`src/rtl/count8_period_ctrl_pkg.sv`:
```
// Shared definitions for the programmable-period controller: FSM encodings and default values.
// No logic; no latency or backpressure of its own.
package count8_period_ctrl_pkg;

    typedef enum logic [1:0] {
        ST_IDLE = 2'd0,
        ST_LOAD = 2'd1,
        ST_ARM  = 2'd2,
        ST_RUN  = 2'd3
    } state_e;

    localparam logic [7:0] RELOAD_VAL_DEF = 8'h00;
    localparam logic [7:0] CMP_RST_VAL    = 8'hFF;

endpackage

```
`src/rtl/count8_evt_reg.sv`:
```
// Period-event register: one-deep valid/ready holding slot, sequence counter, sticky overflow; event visible 1 clk after match.
// Backpressure: a match while the slot is held is dropped (seq still advances) and flags ovf.
module count8_evt_reg (
    input  logic       clk,
    input  logic       res,
    input  logic       match,
    input  logic       clr_ovf,
    input  logic       evt_ready,
    output logic       evt_valid,
    output logic [7:0] evt_seq,
    output logic       ovf
);

    logic       valid_q, valid_d;
    logic [7:0] seq_q, seq_d;
    logic [7:0] seq_cnt_q, seq_cnt_d;
    logic       ovf_q, ovf_d;

    always_comb begin
        valid_d   = valid_q;
        seq_d     = seq_q;
        seq_cnt_d = seq_cnt_q;
        ovf_d     = ovf_q;
        if (clr_ovf) begin
            ovf_d = 1'b0;
        end
        // The published number only moves when a new event enters the slot,
        // so a held event keeps its own number while the count runs on.
        if (match) begin
            seq_cnt_d = seq_cnt_q + 8'd1;
            if (!valid_q || evt_ready) begin
                valid_d = 1'b1;
                seq_d   = seq_cnt_q + 8'd1;
            end else begin
                ovf_d = 1'b1;
            end
        end else if (valid_q && evt_ready) begin
            valid_d = 1'b0;
        end
    end

    always_ff @(posedge clk or negedge res) begin
        if (!res) begin
            valid_q   <= 1'b0;
            seq_q     <= 8'h00;
            seq_cnt_q <= 8'h00;
            ovf_q     <= 1'b0;
        end else begin
            valid_q   <= valid_d;
            seq_q     <= seq_d;
            seq_cnt_q <= seq_cnt_d;
            ovf_q     <= ovf_d;
        end
    end

    assign evt_valid = valid_q;
    assign evt_seq   = seq_q;
    assign ovf       = ovf_q;

endmodule

```
`src/rtl/count8_period_ctrl.sv`:
```
// Programmable-period timer driving an external 8-bit counter; match registered, LOAD 2 clk after CNT hits cmp_act.
// Backpressure: events never stall the timer; unaccepted events are counted and flagged via ovf.
module count8_period_ctrl
    import count8_period_ctrl_pkg::*;
#(
    parameter logic [7:0] RELOAD_VAL  = RELOAD_VAL_DEF,
    parameter bit         AUTO_RELOAD = 1'b1
) (
    input  logic       clk,
    input  logic       res,
    input  logic       start,
    input  logic       stop,
    input  logic [7:0] cmp_in,
    input  logic       cmp_wr,
    input  logic [7:0] CNT,
    output logic       EN,
    output logic       load,
    output logic [7:0] CNT_In,
    output logic       evt_valid,
    input  logic       evt_ready,
    output logic [7:0] evt_seq,
    output logic       ovf,
    output logic       cfg_err
);

    state_e     state_q, state_d;
    logic       en_q, en_d;
    logic       load_q, load_d;
    logic [7:0] cmp_act_q, cmp_act_d;
    logic [7:0] cmp_sh_q, cmp_sh_d;
    logic [7:0] cnt_q;
    logic       cfg_err_q, cfg_err_d;
    logic       from_run_q, from_run_d;
    logic       match;
    logic       start_load;

    always_comb begin
        state_d    = state_q;
        cmp_act_d  = cmp_act_q;
        cmp_sh_d   = cmp_sh_q;
        cfg_err_d  = cfg_err_q;
        from_run_d = from_run_q;
        match      = 1'b0;

        case (state_q)
            ST_IDLE: begin
                if (start) begin
                    state_d = ST_LOAD;
                end
            end
            ST_LOAD: begin
                cmp_act_d = cmp_sh_q;
                state_d   = (!AUTO_RELOAD && from_run_q) ? ST_IDLE : ST_ARM;
            end
            ST_ARM: begin
                state_d = ST_RUN;
            end
            ST_RUN: begin
                if (cnt_q == cmp_act_q && !stop) begin
                    match   = 1'b1;
                    state_d = ST_LOAD;
                end
            end
            default: state_d = ST_IDLE;
        endcase

        if (stop) begin
            state_d = ST_IDLE;
        end

        // Remembers whether this LOAD closes a period, so one-shot mode can retire to IDLE.
        if (state_d == ST_LOAD) begin
            from_run_d = (state_q == ST_RUN);
        end

        start_load = (state_q == ST_IDLE) && (state_d == ST_LOAD);
        if (start_load) begin
            cfg_err_d = 1'b0;
        end

        if (cmp_wr) begin
            if (cmp_in == RELOAD_VAL) begin
                cfg_err_d = 1'b1;
            end else begin
                cmp_sh_d = cmp_in;
                if (state_q == ST_IDLE) begin
                    cmp_act_d = cmp_in;
                end
            end
        end

        en_d   = (state_d == ST_ARM) || (state_d == ST_RUN);
        load_d = (state_d == ST_LOAD);
    end

    always_ff @(posedge clk or negedge res) begin
        if (!res) begin
            state_q    <= ST_IDLE;
            en_q       <= 1'b0;
            load_q     <= 1'b0;
            cmp_act_q  <= CMP_RST_VAL;
            cmp_sh_q   <= CMP_RST_VAL;
            cnt_q      <= 8'h00;
            cfg_err_q  <= 1'b0;
            from_run_q <= 1'b0;
        end else begin
            state_q    <= state_d;
            en_q       <= en_d;
            load_q     <= load_d;
            cmp_act_q  <= cmp_act_d;
            cmp_sh_q   <= cmp_sh_d;
            cnt_q      <= CNT;
            cfg_err_q  <= cfg_err_d;
            from_run_q <= from_run_d;
        end
    end

    count8_evt_reg u_evt (
        .clk       (clk),
        .res       (res),
        .match     (match),
        .clr_ovf   (start_load),
        .evt_ready (evt_ready),
        .evt_valid (evt_valid),
        .evt_seq   (evt_seq),
        .ovf       (ovf)
    );

    assign EN      = en_q;
    assign load    = load_q;
    assign CNT_In  = RELOAD_VAL;
    assign cfg_err = cfg_err_q;

endmodule

```
`config.mk`:
```
export PLATFORM = sky130hd
export DESIGN_NAME = count8_period_ctrl
export DESIGN_NICKNAME = d
export VERILOG_FILES = /design/src/rtl/count8_period_ctrl_pkg.sv /design/src/rtl/count8_evt_reg.sv /design/src/rtl/count8_period_ctrl.sv
export SDC_FILE = /design/constraint.sdc
export NUM_CORES = 1
export LEC_CHECK = 0
export CAP_MARGIN = 40
export CORE_MARGIN = 1
export CORE_UTILIZATION = 46
export DETAILED_ROUTE_END_ITERATION = 12
export PLACE_DENSITY = 0.76
export SYNTH_ARGS = -nofsm -noshare
export SYNTH_HDL_FRONTEND = slang
export SYNTH_HIERARCHICAL = 1
export SYNTH_SLANG_ARGS = --single-unit
export TNS_END_PERCENT = 5
```
`constraint.sdc`:
```
create_clock -name clk -period 1.8 [get_ports clk]
set_clock_uncertainty 0.05 [all_clocks]
set_input_delay 0.27 -clock clk [delete_from_list [all_inputs] [get_ports clk]]
set_output_delay 0.27 -clock clk [all_outputs]
set_load 0.02 [all_outputs]
```
-- After elaboration in Yosys (flattened, before gate mapping)
Cells that the tools add are included.
- reduce and logical (&&, ||, !) cells: 13
- equality and inequality tests: 8
- mux-type cells: 19
- bitwise logic cells: 1
- add/sub/neg operators: 1
- operators with widths (operator ; number):
    $mux 8 ; 4
    $mux 1 ; 11
    $add 8x1->8 const B ; 1
    $eq 2x2->1 const B ; 4
    $eq 8x8->1 ; 1
    $logic_not 8->1 ; 1
    $pmux 2 s4 ; 1
    $mux 2 ; 3
    $reduce_and 2->1 ; 3
    $eq 2x1->1 const B ; 2
    $logic_and 1x1->1 ; 3
    $logic_not 1->1 ; 2
    $logic_not 2->1 ; 1
    $logic_or 1x1->1 ; 2
    $ne 2x1->1 const B ; 1
    $reduce_bool 2->1 ; 1
    $not 1->1 ; 1
- flip-flop bits (word level): 47
- logic and storage cells: 53
- output and inout port bits: 21
- input port bits: 22

-- Logic depth before layout (Yosys ltp)
- word-level depth: 10
- gate-level depth with buffers: 6
- depth with buffers taken out: 6

-- Cells and area by module
Netlist, hierarchy kept.
- by module, submodules not included (module ; instances ; cells an instance ; area an instance (um2) ; seq. area each (um2)):
    count8_period_ctrl ; 1 ; 101 ; 1275.0 ; 745.7
    count8_evt_reg ; 1 ; 73 ; 824.5 ; 450.4

-- Worst setup path before layout
No wires, ideal clock.
- path type: register to register
- from: register cmp_act_q[4]
- to: register u_evt.seq_q[1], in the netlist u_evt/evt_seq[1]
- clock period less this slack: 1937 ps
- path slack: -137 ps
- buffers on the path: 1
- library setup time: 125 ps
- cell stages (with the launch flop): 7
- data arrival time: 1762 ps
- required time: 1625 ps
- cell sequence: dfstp_2 > xnor2_1 > nand3_1 > nor3_1 > and2_4 > buf_6 > mux2_4
- word-level cells in the longest chain between the ends: 5
- RTL lines (element ; line ; text):
    from (decl) ; count8_period_ctrl.sv:29 ; logic [7:0] cmp_act_q, cmp_act_d;
    from (signal assigned) ; count8_period_ctrl.sv:110 ; cmp_act_q <= cmp_act_d;
    $eq 8x8->1 ; count8_period_ctrl.sv:59 ; if (cnt_q == cmp_act_q && !stop) begin
    $logic_and 1x1->1 ; count8_period_ctrl.sv:59 ;
    $mux 1 ; count8_period_ctrl.sv:59 ;
    $mux 1 ; count8_period_ctrl.sv:45 ; case (state_q)
    net match ; count8_period_ctrl.sv:34 ; logic match;
    $reduce_and 2->1 (no line) ; -- ;
    to (signal assigned) ; count8_evt_reg.sv:50 ; seq_q <= seq_d;
    to (decl) ; count8_evt_reg.sv:15 ; logic [7:0] seq_q, seq_d;
The timed path passes the listed nets, and every way through them passes these cells.
A chain may end at the register's enable or synchronous reset.

-- Final worst setup path
- from: register cmp_act_q[2]
- to: register u_evt.seq_cnt_q[3]
- word-level cells in the longest chain between the ends: 4
- RTL lines (element ; line ; text):
    $eq 8x8->1 ; count8_period_ctrl.sv:59 ;
    $logic_and 1x1->1 ; count8_period_ctrl.sv:59 ;
    $mux 1 ; count8_period_ctrl.sv:59 ;
    $mux 1 ; count8_period_ctrl.sv:45 ;
    net match ; count8_period_ctrl.sv:34 ;
    to (signal assigned) ; count8_evt_reg.sv:51 ; seq_cnt_q <= seq_cnt_d;
    to (decl) ; count8_evt_reg.sv:16 ; logic [7:0] seq_cnt_q, seq_cnt_d;
The timed path passes the listed nets, and every way through them passes these cells.

==> metrics.csv <==
stage,metric,value,unit
floorplan,Die Area,4840,um^2
layout,layout cells sized above 1,27.9,%
setup_path,crit path from,cmp_act_q[2],
setup_path,crit path cell chain,xnor2_2 > nand4b_1 > nor3_2 > buf_4 > nand4_1 > buf_4 > xnor2_1,
power_and_ir_drop,worst vdd ir,548,uV
synthesis,Mapped Cells,174,
route,drt via density,4.91,
setup_path,nature of the critical path endpoint,flop,
floorplan,Initial Utilization,47.9,%
setup_path,reg2reg path depth,7,
setup_path,Reg2Reg Capture Point,u_evt/seq_cnt_q[3],
setup_path,R2R setup slack,-0.8,ps
grt,vias in the first global route,1364,
route,drt wl/cell,12.8,um
grt,gr ovfl total,0,
synthesis,top-area cell type share of the netlist area,36.9,%
clock_network,number of CTS-inserted buffers,5,
layout,Final #Nets,255,
sta,fin crit share,100,%
floorplan,# IOs,43,
clock_network,maximum root-to-sink buffer count,2,
synthesis,Synth area leader,dfrtp_1,
status,failing checks,negative setup slack,
synthesis,"FF+latch count, synth",47,
synthesis,post-synthesis sequential area ratio,57.0,%
placement,Setup WS pre-CTS,-173,ps
sta,final setup fails,1,
power_and_ir_drop,internal power,1.72,mW
setup_path,Crit path top cell by count,buf_4,
floorplan,DIE HEIGHT,69.6,um
sta,fin. max-slew vios,0,
route,total wire length,3650,um
synthesis,Synth Flop Type,dfrtp_1,
clock_network,# clock sinks,47,
synthesis,number of flops mapped to enable cells by yosys,0,
setup_path,Startpoint Class,flop,
worst_hold_path,Min-Delay Path Class,in -> reg,
sta,Max transition margin,53.3,%
power_and_ir_drop,Sw Ratio,24.9,%
layout,Fillers,366,
sta,RSZ-0062 raised after global routing,yes,
setup_path,Crit Path Category,reg -> reg,
power_and_ir_drop,Clk pwr share,31.7,%
floorplan,row count,24,
power_and_ir_drop,Comb power frac,14.7,%
power_and_ir_drop,power per cell area,837,nW/um^2
sta,PnR worst setup slack,-0.844,ps
route,Detailed Routing Iterations Pass 1,4,
grt,GRT Util Overall,16.9,%
synthesis,mean post-synth cell area,12.1,um^2
sta,worst slew pin tran,700,ps
placement,routability cong.,0.782,
grt,first-pass GRT wire length,6270,um
route,Post-DRT Antenna Nets,0,
run,Max Cap Violations,0,
layout,ant diodes,0,
grt,pin count of the biggest net entering global routing,34,
setup_path,worst reg2reg startpoint,cmp_act_q[2],
sta,Final Hold Fails,0,
synthesis,most area-consuming cells after synthesis,"dfrtp_1, dfstp_2, xnor2_1",
synthesis,Syn Std Cell Area,2100,um^2
clock_network,worst skew pair latency,300,ps
route,DRC,0,
synthesis,Yosys cell types,40,
setup_path,Worst Path Required,1940,ps
sta,Final min period,1800,ps
setup_path,Worst Path Arrival,1940,ps
grt,initial antenna violation count,0,
worst_hold_path,HP Start,CNT[4],
floorplan,Die Wd,69.6,um
clock_network,H-tree levels,2,
setup_path,slowest CP cell,dfstp_2,
power_and_ir_drop,static leakage,1.19,nW
floorplan,Core ar.,4380,um^2
setup_path,Worst Path Max Fanout,6,
layout,Layout Cells excl Fill,285,
clock_network,clock-pin slew on the worst setup and hold paths,90,ps
power_and_ir_drop,net load switching power,0.569,mW
synthesis,Synthesis Warnings,6,
worst_hold_path,Hold Path Sink,cnt_q[4],
placement,DP Wirelength,2720,um
synthesis,Post-synth ARST share,100,%
clock_network,CTS tree,yes,
route,Vias,1400,
status,status,"complete, but fails checks",
route,Iter 0 DRT Violations,82,
setup_path,max incr delay on CP,560,ps
power_and_ir_drop,Reg power frac,53.6,%
sta,fmax,0.555,GHz
placement,placed insts,273,
placement,PortBufs,34,
layout,synth-to-layout area growth,30.3,%
clock_network,root buf cell,clkbuf_8,
worst_hold_path,worst hold path depth,1,
-- metal layers --
| layer | global-route usage, % | wire (um) |
|---|---|---|
| met5 | 0 | 0 |
| met1 | 22.8 | 1710 |
| met4 | 8.84 | 74 |
| met2 | 26.3 | 1770 |
| met3 | 2.62 | 98 |
-- cell type report --
class / count / area (um^2) / share of cell area (%)
sequential: 47 / 1200 / 43.7
multi-input combinational: 114 / 818 / 29.9
timing repair buffer: 58 / 522 / 19.1
clock buffer: 6 / 93.8 / 3.43
tap: 52 / 65.1 / 2.38
inverter: 6 / 22.5 / 0.823
clock inverter: 2 / 17.5 / 0.640
-- cell families (layout without fill, tap and decap cells) --
kind of cell | Yosys count | in the layout | synth area share [%]
compound gates | 29 | 29 | 8.40
xor+xnor | 18 | 18 | 7.51
fa+ha+maj | 1 | 1 | 0.596
buf+inv | 20 | 72 | 6.38
flops | 47 | 47 | 57.0
mux | 17 | 17 | 8.76
other cells | 1 | 8 | 0.179
simple gates | 41 | 41 | 11.2
-- metrics by stage --
stage | utilization [%] | total power, mW | hold slack, ps | area, um^2 | TNS [ps]
detailed placement | 58.6 | 1.57 | 303 | 2570 | -1480
CTS | 61.9 | 2.32 | 334 | 2710 | -3.63
floorplan | - | 1.43 | -75.6 | 2130 | 0
global placement | 58.4 | 1.56 | 297 | 2560 | -2910
global route | 62.4 | 2.42 | 328 | 2740 | -683
finish | 62.4 | 2.29 | 345 | 2740 | -0.844
-- critical path: cells and delay by family, from the launching register on --
kind                   cells  cell delay [ps]
XOR/XNOR                   2              230
buffers and inverters      2              350
flip-flops                 1              560
AND/OR/NAND/NOR            3              510
-- how the worst max path moves through the flow --
| stage | to | cells after the start | slack (ps) |
|---|---|---|---|
| 2_1_floorplan | u_evt/evt_seq[1] | 6 | 2 |
| 3_3_place_gp | cmp_act_q[0] | 4 | -220 |
| 3_5_place_dp | cmp_sh_q[7] | 5 | -170 |
| 4_1_cts | u_evt/seq_cnt_q[5] | 7 | -4 |
| 5_1_grt | u_evt/seq_cnt_q[5] | 7 | -110 |
| 6_report | u_evt/seq_cnt_q[3] | 7 | -0.8 |
-- sequential cells by signal, summed over array words and instances, names as in the netlist --
| signal | flops |
|---|---|
| u_evt/evt_seq | 8 |
| cnt_q | 8 |
| EN | 1 |
| state_q | 2 |
| cmp_sh_q | 8 |
| cmp_act_q | 8 |
| u_evt/seq_cnt_q | 8 |
| u_evt/ovf | 1 |
| load | 1 |
| cfg_err | 1 |
| u_evt/evt_valid | 1 |
-- power groups by stage --
stage | sequential [mW] | clock (mW) | combinational (mW)
detailed placement | 1.24 | 0 | 0.330
global route | 1.24 | 0.811 | 0.368
floorplan | 1.24 | 0 | 0.190
CTS | 1.23 | 0.753 | 0.337
global placement | 1.24 | 0 | 0.320
finish | 1.23 | 0.725 | 0.336
-- cells in the final DEF (no fill, tap or decap), types with 2 or more instances in the layout --
master / n
nor3_1: 2
nor4_2: 2
o21ai_0: 4
conb_1: 8
clkbuf_8: 5
nor2_1: 4
mux2_1: 6
nand2_1: 13
or3_1: 3
dfrtp_1: 31
xnor2_1: 10
buf_4: 22
a22o_1: 2
xor2_1: 6
mux2i_1: 9
nand3_1: 2
a31oi_1: 3
clkdlybuf4s50_1: 33
nand4_1: 4
a21oi_1: 10
nor2_2: 2
xnor2_2: 2
o21ai_2: 2
inv_1: 6
o21ai_1: 5
dfstp_2: 16
-- timing repair --
action / 4_1_cts / 5_1_grt
hold buffers: 1 / 0
endpoints found under the hold margin: 15 / 0
pin swaps: 3 / 3
resized for setup: 1 / 3
endpoints found under the setup margin: 2 / 9
buffers inserted: 2 / 1
-- cell usage after synthesis (all sizes together), types with 2 or more instances --
| library cell | number |
|---|---|
| dfrtp | 31 |
| dfstp | 16 |
| nand2 | 14 |
| buf | 13 |
| xnor2 | 12 |
| o21ai | 11 |
| a21oi | 10 |
| mux2i | 9 |
| mux2 | 8 |
| inv | 6 |
| nor2 | 6 |
| xor2 | 6 |
| nand4 | 4 |
| or3 | 4 |
| a31oi | 3 |
| nand3 | 3 |
| nor3 | 3 |
| a22o | 2 |
| nand2b | 2 |
| nor4 | 2 |
(Power assumes the default switching activity.)
